===== src/rtl/multi_port_mem_arbiter_pkg.sv =====
`default_nettype none
// ----------------------------------------------------------------------------
// multi_port_mem_arbiter_pkg: shared types for the multi-client memory arbiter
// Rev 1.0
// ----------------------------------------------------------------------------
package multi_port_mem_arbiter_pkg;

  typedef logic [15:0] lc3b_word;

  localparam int ARB_MAX_CLIENTS = 8;

  typedef enum logic [1:0] {
    ARB_IDLE = 2'd0,
    ARB_BUSY = 2'd1,
    ARB_DONE = 2'd2
  } arb_state_t;

  // Width of a client index; never zero so single-bit pointers stay legal.
  function automatic int idxWidth(input int nClient);
    return (nClient > 1) ? $clog2(nClient) : 1;
  endfunction

endpackage
`default_nettype wire


===== src/rtl/multi_port_mem_arbiter_rr_priority_picker.sv =====
`default_nettype none
// ----------------------------------------------------------------------------
// rr_priority_picker: combinational round-robin / fixed-priority selector
// Rev 1.0
// ----------------------------------------------------------------------------
module rr_priority_picker
  import multi_port_mem_arbiter_pkg::*;
#(
  parameter int NCLIENT = 2,
  parameter int RR_MODE = 1,
  localparam int IW     = idxWidth(NCLIENT)
) (
  input  logic [NCLIENT-1:0] iReq,
  input  logic [IW-1:0]      iPtr,
  output logic               oValid,
  output logic [NCLIENT-1:0] oGrant,
  output logic [IW-1:0]      oIdx
);

  logic [IW-1:0] w_scanBase;
  logic          w_hiFound;
  logic [IW-1:0] w_hiIdx;
  logic [IW-1:0] w_loIdx;

  // Fixed priority is round-robin with the scan always starting at client 0.
  assign w_scanBase = (RR_MODE != 0) ? iPtr : '0;

  // Descending scan: the last hit written is the lowest index, both for the
  // "at or above base" set and for the wrap-around set.
  always_comb begin
    w_hiFound = 1'b0;
    w_hiIdx   = '0;
    w_loIdx   = '0;
    for (int k = NCLIENT - 1; k >= 0; k--) begin
      if (iReq[k]) begin
        w_loIdx = IW'(k);
        if (k >= int'(w_scanBase)) begin
          w_hiFound = 1'b1;
          w_hiIdx   = IW'(k);
        end
      end
    end
  end

  assign oValid = |iReq;
  assign oIdx   = w_hiFound ? w_hiIdx : w_loIdx;

  always_comb begin
    oGrant = '0;
    for (int k = 0; k < NCLIENT; k++) begin
      oGrant[k] = oValid && (oIdx == IW'(k));
    end
  end

endmodule
`default_nettype wire


===== src/rtl/multi_port_mem_arbiter.sv =====
`default_nettype none
// ----------------------------------------------------------------------------
// multi_port_mem_arbiter: NCLIENT cache-line clients onto one memory port
// Rev 1.0
// ----------------------------------------------------------------------------
module multi_port_mem_arbiter
  import multi_port_mem_arbiter_pkg::*;
#(
  parameter int NCLIENT = 2,
  parameter int n       = 128,
  parameter int ADDR_W  = 16,
  parameter int RR_MODE = 1
) (
  input  logic                    iClk,
  input  logic                    iRst,
  input  logic [NCLIENT-1:0]      iReqRead,
  input  logic [NCLIENT-1:0]      iReqWrite,
  input  logic [NCLIENT*ADDR_W-1:0] iReqAddr,
  input  logic [NCLIENT*n-1:0]    iReqWData,
  input  logic                    iMemResp,
  input  logic [n-1:0]            iMemRData,
  output logic                    oMemRead,
  output logic                    oMemWrite,
  output logic [ADDR_W-1:0]       oMemAddr,
  output logic [n-1:0]            oMemWData,
  output logic [NCLIENT-1:0]      oResp,
  output logic [n-1:0]            oRData,
  output logic [NCLIENT-1:0]      oGrant
);

  localparam int IW = idxWidth(NCLIENT);

  arb_state_t        r_state;
  logic [IW-1:0]     r_ptr;
  logic [IW-1:0]     r_gIdx;

  logic [NCLIENT-1:0] w_req;
  logic               w_pickValid;
  logic [NCLIENT-1:0] w_pickGrant;
  logic [IW-1:0]      w_pickIdx;
  logic [ADDR_W-1:0]  w_selAddr;
  logic [n-1:0]       w_selWData;
  logic               w_selWrite;
  logic [IW-1:0]      w_nextPtr;

  assign w_req = iReqRead | iReqWrite;

  rr_priority_picker #(
    .NCLIENT (NCLIENT),
    .RR_MODE (RR_MODE)
  ) u_picker (
    .iReq   (w_req),
    .iPtr   (r_ptr),
    .oValid (w_pickValid),
    .oGrant (w_pickGrant),
    .oIdx   (w_pickIdx)
  );

  // Winner's operands; write wins when a client raises both strobes.
  always_comb begin
    w_selAddr  = '0;
    w_selWData = '0;
    w_selWrite = 1'b0;
    for (int k = 0; k < NCLIENT; k++) begin
      if (w_pickIdx == IW'(k)) begin
        w_selAddr  = iReqAddr[k*ADDR_W +: ADDR_W];
        w_selWData = iReqWData[k*n +: n];
        w_selWrite = iReqWrite[k];
      end
    end
  end

  // Explicit wrap so non-power-of-two client counts never reach an empty slot.
  assign w_nextPtr = (r_gIdx == IW'(NCLIENT - 1)) ? '0 : r_gIdx + IW'(1);

  always_ff @(posedge iClk or posedge iRst) begin
    if (iRst) begin
      r_state   <= ARB_IDLE;
      r_ptr     <= '0;
      r_gIdx    <= '0;
      oGrant    <= '0;
      oMemRead  <= 1'b0;
      oMemWrite <= 1'b0;
      oMemAddr  <= '0;
      oMemWData <= '0;
    end else begin
      case (r_state)
        ARB_IDLE: begin
          if (w_pickValid) begin
            r_gIdx    <= w_pickIdx;
            oGrant    <= w_pickGrant;
            oMemAddr  <= w_selAddr;
            oMemWData <= w_selWData;
            oMemWrite <= w_selWrite;
            oMemRead  <= ~w_selWrite;
            r_state   <= ARB_BUSY;
          end
        end
        ARB_BUSY: begin
          if (iMemResp) begin
            oMemRead  <= 1'b0;
            oMemWrite <= 1'b0;
            oGrant    <= '0;
            r_ptr     <= w_nextPtr;
            r_state   <= ARB_DONE;
          end
        end
        ARB_DONE: r_state <= ARB_IDLE;
        default:  r_state <= ARB_IDLE;
      endcase
    end
  end

  // oGrant is one-hot throughout BUSY, so it doubles as the response mask.
  assign oResp  = (r_state == ARB_BUSY && iMemResp) ? oGrant : '0;
  assign oRData = iMemRData;

  a_noReadWrite: assert property (@(posedge iClk) disable iff (iRst)
    (iReqRead & iReqWrite) == '0);
  a_respOneHot: assert property (@(posedge iClk) disable iff (iRst)
    $onehot0(oResp));

endmodule
`default_nettype wire


===== config.mk =====
export PLATFORM = sky130hd
export DESIGN_NAME = multi_port_mem_arbiter
export DESIGN_NICKNAME = d
export VERILOG_FILES = /design/src/rtl/multi_port_mem_arbiter_pkg.sv /design/src/rtl/multi_port_mem_arbiter_rr_priority_picker.sv /design/src/rtl/multi_port_mem_arbiter.sv
export SDC_FILE = /design/constraint.sdc
export NUM_CORES = 1
export LEC_CHECK = 0
export CELL_PAD_IN_SITES_DETAIL_PLACEMENT = 0
export CELL_PAD_IN_SITES_GLOBAL_PLACEMENT = 1
export CORE_AREA = 2 2 272 274
export DETAILED_ROUTE_END_ITERATION = 16
export DIE_AREA = 0 0 274 276
export HOLD_SLACK_MARGIN = 0.02
export PLACE_DENSITY_LB_ADDON = 0.1
export SKIP_CTS_REPAIR_TIMING = 1
export SLEW_MARGIN = 25
export SYNTH_ARGS = -nofsm -noshare
export SYNTH_HDL_FRONTEND = slang
export SYNTH_HIERARCHICAL = 1
export SYNTH_SLANG_ARGS = --single-unit
export TNS_END_PERCENT = 20

===== constraint.sdc =====
create_clock -name iClk -period 5.2 [get_ports iClk]
set_input_delay 1.04 -clock iClk [delete_from_list [all_inputs] [get_ports iClk]]
set_output_delay 1.04 -clock iClk [all_outputs]
set_load 0.03 [all_outputs]

Word level (Yosys, flattened, before mapping)
Cells that the tools add are included.
Widths: inputs -> output; s select.
{"block": "totals", "ff_bits": 152, "output_inout_bits": 278, "input_bits": 423}
{"block": "classes", "n_eq_ne": 3, "n_lt_le_gt_ge": 1, "n_bitwise": 3, "mux": 23, "add_sub_neg": 1, "n_reduce_logical": 10}
{"op": "$mux 128", "n": 1}
{"op": "$mux 16", "n": 1}
{"op": "$mux 1", "n": 12}
{"op": "$mux 2", "n": 5}
{"op": "$pmux 2 s2", "n": 2}
{"op": "$reduce_and 2->1", "n": 3}
{"op": "$pmux 1 s2", "n": 2}
{"op": "$logic_and 1x1->1", "n": 3}
{"op": "$reduce_and 3->1", "n": 1}
{"op": "$eq 2x1->1 const B", "n": 1}
{"op": "$logic_not 2->1", "n": 1}
{"op": "$ne 2x1->1 const B", "n": 1}
{"op": "$ne 2x2->1 const B", "n": 1}
{"op": "$not 1->1", "n": 2}
{"op": "$or 2x2->2", "n": 1}
{"op": "$reduce_bool 2->1", "n": 1}
{"op": "$reduce_or 2->1", "n": 1}
{"op": "$add 1x1->1 const B", "n": 1}
{"op": "$ge 1x1->1 const A", "n": 1}

Depth between registers and ports, before layout
Gate-level depths: netlist of run 1.
{"block": "logic_depth", "ltp_word": 9, "mapped_depth": 7}

Modules after synthesis
The synthesis of run 1 kept the hierarchy.
{"module": "multi_port_mem_arbiter", "cells_per_inst": 790, "n_inst": 1, "area_each_um2": 7956.4}
{"module": "rr_priority_picker", "cells_per_inst": 5, "n_inst": 1, "area_each_um2": 32.5}

Least setup slack after synthesis of run 1
Ideal clock, no wire load.
{"block": "synth_timing", "path_kind": "input -> output", "startpoint": "input iMemResp", "endpoint": "output oResp[0]", "path_stages": 2, "path_buffers": 0, "t_arrival_ns": 1.542, "path_slack_ns": 2.618, "path_cell_list": "and3_1 -> and2_1"}
{"block": "synth_between", "elab_chain_cells": 2}
{"item": "start, declared", "line": "multi_port_mem_arbiter.sv:20", "rtl": "input logic iMemResp,"}
{"item": "$logic_and 1x1->1", "line": "multi_port_mem_arbiter.sv:115", "rtl": "assign oResp = (r_state == ARB_BUSY && iMemResp) ? oGrant : '0;"}
{"item": "$mux 2", "line": "multi_port_mem_arbiter.sv:115"}
{"item": "end, declared", "line": "multi_port_mem_arbiter.sv:26", "rtl": "output logic [NCLIENT-1:0] oResp,"}
Every way passes these cells.

Final worst setup path of run 1
Ends and elaborated chain as after synthesis.

==> metrics.txt, run 1 <==
Min-Delay Path Class register to register; syn nets ~1.2k; pin count of the biggest net entering global routing about 150; CTS tree built; drt first pass iters 4; Post-Syn Area ~0.008 mm²; Row Count a little under 100; I/O Pins ~700; multi-input logic area about 0.0029 mm²; sequential area share after synthesis ~48%; Max Slew Vio Count 0; die width about 270 µm; PortBufs around 440; period utilization 69.1%; RePlAce Congestion approximately 0.67; pwr dens around 600 mW/mm²; Pwr Total 7.87 mW; Layout area overhead 64.4%; hold depth 1; max-cap viol count 0; gr ovfl total 0; GR Util All Layers under 10%; Die Span Y 276 µm; die area approximately 0.076 mm²; initial antenna violation count 3; worst slew pin tran 0.906 ns; vias post-DR 6495; WL per Instance between 15 and 20 µm; DRT iter0 DRCs 230; Worst Hold Launch r_gIdx$_DFFE_PP0P_; share of cells above drive strength 1 roughly 3.8%; vias per cell 3.15; clock sinks 152; CTS Buf Count 17; Worst R2R Path Depth 6; H-Tree Level Count 4; post-route ant nets 0; clk root buf clkbuf_16; Yosys top cell area share 47.6%; drt drc 0; Final Setup Violations 0; skew final 0.00913 ns; Sum Neg Setup Slack 0 ns; syn avg cell area approximately 10 µm²; Reg2Reg Setup Slack slightly above 3 ns; Synth area leaders dfrtp_1, mux2i_1, buf_4; Hold Vio Cnt, Final 0; Max-slew headroom 39.6%; CP Data Arrival Time ~2.6 ns; buffer depth of the longest clock path 2; WP data required roughly 4.2 ns; Yosys Warn Count 6; sequential cell area between 0.003 and 0.004 mm²; global-route wire length before repair just under 50 mm; status complete, no violations; Post-DP HPWL around 26 mm; final WL 34.3 mm; Peak VDD IR 0.325 mV; count leader, synth dfrtp_1; Yosys top cell by area dfrtp_1; crit-path max FO 4; Worst-Skew Late Latency 0.48 ns; RR Startpoint r_ptr$_DFFE_PP0P_; vias in the first global route ~6.9k; fillers ~8k; post-route minimum period 3.59 ns; ANT cells 0; Core Box Area ~0.073 mm²; synthesized instance count ~800; reg-to-reg endpoint oMemWData[81]$_DFFE_PP0P_; most frequent cells after synthesis dfrtp_1, buf_4, a21oi_1, mux2i_1, nor2_1; WHS Endpoint r_ptr$_DFFE_PP0P_; starting density of the core about 11%; ys async rst share 100%; CP endpoint kind primary output; Clock transition at path regs about 0.060 ns; highest clock rate 278 MHz; startpoint types input pin; Post-synth top flop dfrtp_1; number of synthesized register bits between 150 and 200; RSZ-0062 raised after global routing false; EDFF count, synth 0; critical setup path kind input pin to primary output; Final #Nets 1512; Static Leak 5.18 nW; synth unique cells 22
==> metrics by stage <==
step,util [%],std cells,hold WS (ns),area (µm²),worst slack (ns)
2_1_floorplan,-,795,0.422,7990,0.0669
3_3_place_gp,17.2,2029,0.497,12500,1.60
3_5_place_dp,17.2,2029,0.473,12500,1.60
4_1_cts,18.1,2061,0.483,13100,1.60
5_1_grt,18.1,2061,0.520,13100,1.55
6_report,18.1,2061,0.476,13100,1.61
==> placed cells by master (no fill, tap or decap), drive strengths merged, types with 2 or more instances in the layout <==
cell,Yosys,final
or2,3,3
o2bb2ai,2,2
nand2b,3,3
inv,6,6
clkdlybuf4s50,0,444
a21boi,3,3
nor2b,3,3
nor2,144,144
nand2,2,2
clkinv,0,6
and2,2,2
dfrtp,152,152
mux2i,146,146
a21oi,147,147
buf,176,7
bufinv,0,4
clkbuf,0,21
==> how the worst max path moves through the flow <==
stage / from / slack, ns / cells after the start / end
2_1_floorplan: iRst / 0.07 / 1 / oGrant[0]$_DFFE_PP0P_
3_3_place_gp: iMemResp / 1.60 / 4 / oResp[1]
5_1_grt: iMemResp / 1.55 / 4 / oResp[1]
3_5_place_dp: iMemResp / 1.60 / 4 / oResp[1]
6_report: iMemResp / 1.61 / 4 / oResp[0]
4_1_cts: iMemResp / 1.60 / 4 / oResp[0]
==> per-layer routing <==
metal	vias up	track usage [%]	part of all wire, %
met4	8	4.88	4.3
met1	2937	8.54	34
met3	87	5.29	12
li1	3147	-	-
met5	-	0.449	0.25
met2	316	15.2	49
==> worst max-delay path, stage by stage <==
cell	delay (ns)
clkdlybuf4s50_1	0.46
and3_1	0.24
and2_1	0.15
clkdlybuf4s50_1	0.67
==> cell type report <==
class	count	share of cell area, %
Timing Repair Buffer	451	34.7
Sequential cell	152	29.0
Multi-Input combinational cell	461	22.2
Tap cell	959	9.13
Clock buffer	21	3.43
Clock inverter	11	1.31
Inverter	6	0.210
==> state kept, by name, indices dropped and copies added, names as in the netlist <==
signal     flops
r_ptr          1
oGrant         2
oMemRead       1
oMemWData    128
r_gIdx         1
r_state        2
oMemAddr      16
oMemWrite      1
==> logic make-up after synthesis <==
kind of cell / Yosys count / synth area share (%)
simple gates: 159 / 7.96
mux: 147 / 18.4
compound gates: 155 / 9.98
buf+inv: 182 / 16.0
flops: 152 / 47.6
==> power by group <==
group | internal [mW] | leakage [nW] | switching (mW) | total, mW
clock network | 0.817 | 0.301 | 0.582 | 1.40
registers | 1.78 | 1.69 | 0.327 | 2.10
logic | 1.77 | 3.19 | 2.60 | 4.37
total | 4.37 | 5.18 | 3.51 | 7.87
Power figures use the tool's default switching activity.
==> run 2: changes to the inputs <==
--- a/config.mk
+++ b/config.mk
@@ -7,9 +7,9 @@
 export LEC_CHECK = 0
 export CELL_PAD_IN_SITES_DETAIL_PLACEMENT = 0
 export CELL_PAD_IN_SITES_GLOBAL_PLACEMENT = 1
-export CORE_AREA = 2 2 272 274
+export CORE_AREA = 2 2 275 277
 export DETAILED_ROUTE_END_ITERATION = 16
-export DIE_AREA = 0 0 274 276
+export DIE_AREA = 0 0 277 279
 export HOLD_SLACK_MARGIN = 0.02
 export PLACE_DENSITY_LB_ADDON = 0.1
 export SKIP_CTS_REPAIR_TIMING = 1
==> constraint.sdc (replaced) <==
create_clock -name iClk -period 3.5 [get_ports iClk]
set_input_delay 0.7 -clock iClk [delete_from_list [all_inputs] [get_ports iClk]]
set_output_delay 0.7 -clock iClk [all_outputs]
set_load 0.03 [all_outputs]
==> run 2 against run 1 <==
Compared with the run above: critical path depth is the same; highest routed layer is now met4; routed wire length grew 1.4%; total power grew 51%; hold slack gained 0.019 ns; sequential share of layout area shrank 0.40 points; first-iteration DRC count shrank 27%; largest cell class unchanged; clock power grew 50%; combinational power grew 53%; utilization shrank 0.12 points; critical endpoint unchanged; critical path type unchanged.
==> metrics.txt, run 2 (synthesis results as in run 1) <==
status complete, no violations (unchanged); Flop pwr share 26.2% (was 26.7%); WHS Endpoint r_ptr$_DFFE_PP0P_ (unchanged); most used cell, CP clkdlybuf4s50_1 (unchanged); buffer depth of the longest clock path 2 (unchanged); clk root buf clkbuf_16 (unchanged); met3 usage 5.29% (about the same); max-cap viol count 0 (unchanged); Row Count 100 (was 99); RR Startpoint r_ptr$_DFFE_PP0P_ (unchanged); critical setup path kind input pin to primary output (unchanged); Stages on worst setup path 4 (unchanged); Clock transition at path regs 0.07 ns (was 0.06 ns); H-Tree Level Count 4 (unchanged); Max-slew headroom 61.8% (was 39.6%); Max Slew Vio Count 0 (unchanged); reg-to-reg endpoint oMemAddr[10]$_DFFE_PP0P_ (was oMemWData[81]$_DFFE_PP0P_); gr ovfl total 0 (unchanged); Worst-Skew Late Latency 0.47 ns (was 0.48 ns); PortBufs 444 (unchanged); RePlAce Congestion 0.662 (was 0.669); Cells after DPL 2053 (was 2029); Worst R2R Path Depth 6 (unchanged); Static Leak 5.26 nW (was 5.18 nW); most frequent cells in the layout clkdlybuf4s50_1, dfrtp_1, a21oi_1, mux2i_1, nor2_1 (unchanged); met1 GRT Util 8.86% (was 8.54%); Hold WS 0.495 ns (was 0.476 ns); Final #Nets 1526 (was 1512); Min-Delay Path Class register to register (unchanged); global-route wire length before repair 49.7 mm (was 48.8 mm); crit path from iMemResp (unchanged); skew final 0.00991 ns (was 0.00913 ns); Core Box Area 0.0741 mm² (was 0.0726 mm²); starting density of the core 10.8% (was 11.0%); DRT iter0 DRCs 169 (was 230); Final Setup Violations 0 (unchanged); Largest Register oMemWData (unchanged); RSZ-0062 raised after global routing false (unchanged); pin count of the biggest net entering global routing 83 (was 151); CTS tree built (unchanged); Worst Hold Launch r_gIdx$_DFFE_PP0P_ (unchanged); internal power 6.61 mW (was 4.37 mW); final core occ 18.0% (was 18.1%); Peak VDD IR 0.295 mV (was 0.325 mV); WP data required 2.80 ns (was 4.16 ns); gr busiest metal met2 (unchanged); vias in the first global route 6997 (was 6889); Largest regs oMemWData x128, oMemAddr x16 (unchanged); vias post-DR 6525 (was 6495); pwr dens 892 mW/mm² (was 599 mW/mm²); Reg2Reg Setup Slack 1.72 ns (was 3.03 ns); highest clock rate about 340 MHz; crit-path max FO 4 (unchanged); CTS Buf Count 17 (unchanged); CP endpoint kind primary output (unchanged); Die Span Y 279 µm (was 276 µm); I/O Pins 701 (unchanged); post-route minimum period roughly 2.9 ns; commonest non-fill, non-tap cell in the layout clkdlybuf4s50_1 (unchanged); CP max stage delay 0.67 ns (about the same); Buf/Inv on CP 2 (unchanged); vias per cell 3.13 (was 3.15); switching power total 5.28 mW (was 3.51 mW); Sw Share 44.4% (was 44.5%); drt first pass iters 4 (unchanged); grt met2 use 15.1% (was 15.2%); Top delay family on crit path buffers and inverters (unchanged); cell chain of the critical path clkdlybuf4s50_1 -> and3_1 -> and2_1 -> clkdlybuf4s50_1 (unchanged); Layout area overhead 66.7% (was 64.4%); Clock power frac 17.7% (was 17.8%); initial antenna violation count 0 (was 3); clock sinks 152 (unchanged); share of total power in combinational logic 56.2% (was 55.5%); slowest CP cell clkdlybuf4s50_1 (unchanged); startpoint types input pin (unchanged); hold depth 1 (unchanged); max reg flops 128 (unchanged); share of cells above drive strength 1 5.02% (was 3.81%); Pwr Total 11.9 mW (was 7.87 mW); worst slew pin tran 0.571 ns (was 0.906 ns); Hold Vio Cnt, Final 0 (unchanged); drt drc 0 (unchanged); period utilization 83.0%; GR Util All Layers 9.02% (was 9.03%); post-route ant nets 0 (unchanged); WL per Instance 16.7 µm (about the same); die area 0.0773 mm² (was 0.0756 mm²); Sum Neg Setup Slack 0 ns (unchanged); Post-DP HPWL 26.6 mm (was 25.5 mm); CP Data Arrival Time 2.21 ns (was 2.55 ns); Layout Cells excl Fill 2087 (was 2061); final WL 34.8 mm (was 34.3 mm); die width 277 µm (was 274 µm)
-- run 2: cell count changes in the layout (fill, tap and decap cells not counted), sizes merged --
cell      change
buf          +14
diode         +3
clkbuf        -1
clkinv        -1
clkinvlp      +1
-- run 2: layer usage --
layer  part of all wire, %  up-vias
met3                    12       73
met4                   3.5        0
li1                      -     3177
met1                    35     2944
met5                     0        -
met2                    49      331
-- run 2: final cells by class --
type	count	area, µm²
Sequential cell	152	3800
Inverter	6	26.3
Tap cell	969	1210
Multi-Input combinational cell	461	2920
Antenna cell	3	7.51
Timing Repair Buffer	465	4730
Clock inverter	11	173
Clock buffer	20	447
Fill cell	8220	60800
-- run 2: power by group through the flow --
stage	sequential, mW	clock, mW	combinational (mW)
CTS	3.13	2.25	6.88
detailed placement	3.14	0	6.88
global route	3.24	2.30	7.23
global placement	3.15	0	6.88
floorplan	4.77	0	2.48
finish	3.11	2.10	6.67
-- run 2: how the worst max path moves through the flow --
| stage | slack (ns) | end |
|---|---|---|
| floorplan | 0.88 | oGrant[0]$_DFFE_PP0P_ |
| global placement | 0.56 | oResp[1] |
| detailed placement | 0.59 | oResp[0] |
| CTS | 0.58 | oResp[0] |
| global route | 0.50 | oResp[0] |
| finish | 0.59 | oResp[0] |
-- run 2: metrics by stage --
stage | worst slack, ns | instance area (µm²)
2_1_floorplan | 0.883 | 7990
3_3_place_gp | 0.557 | 12700
4_1_cts | 0.579 | 13300
6_report | 0.595 | 13300
3_5_place_dp | 0.590 | 12700
5_1_grt | 0.497 | 13300
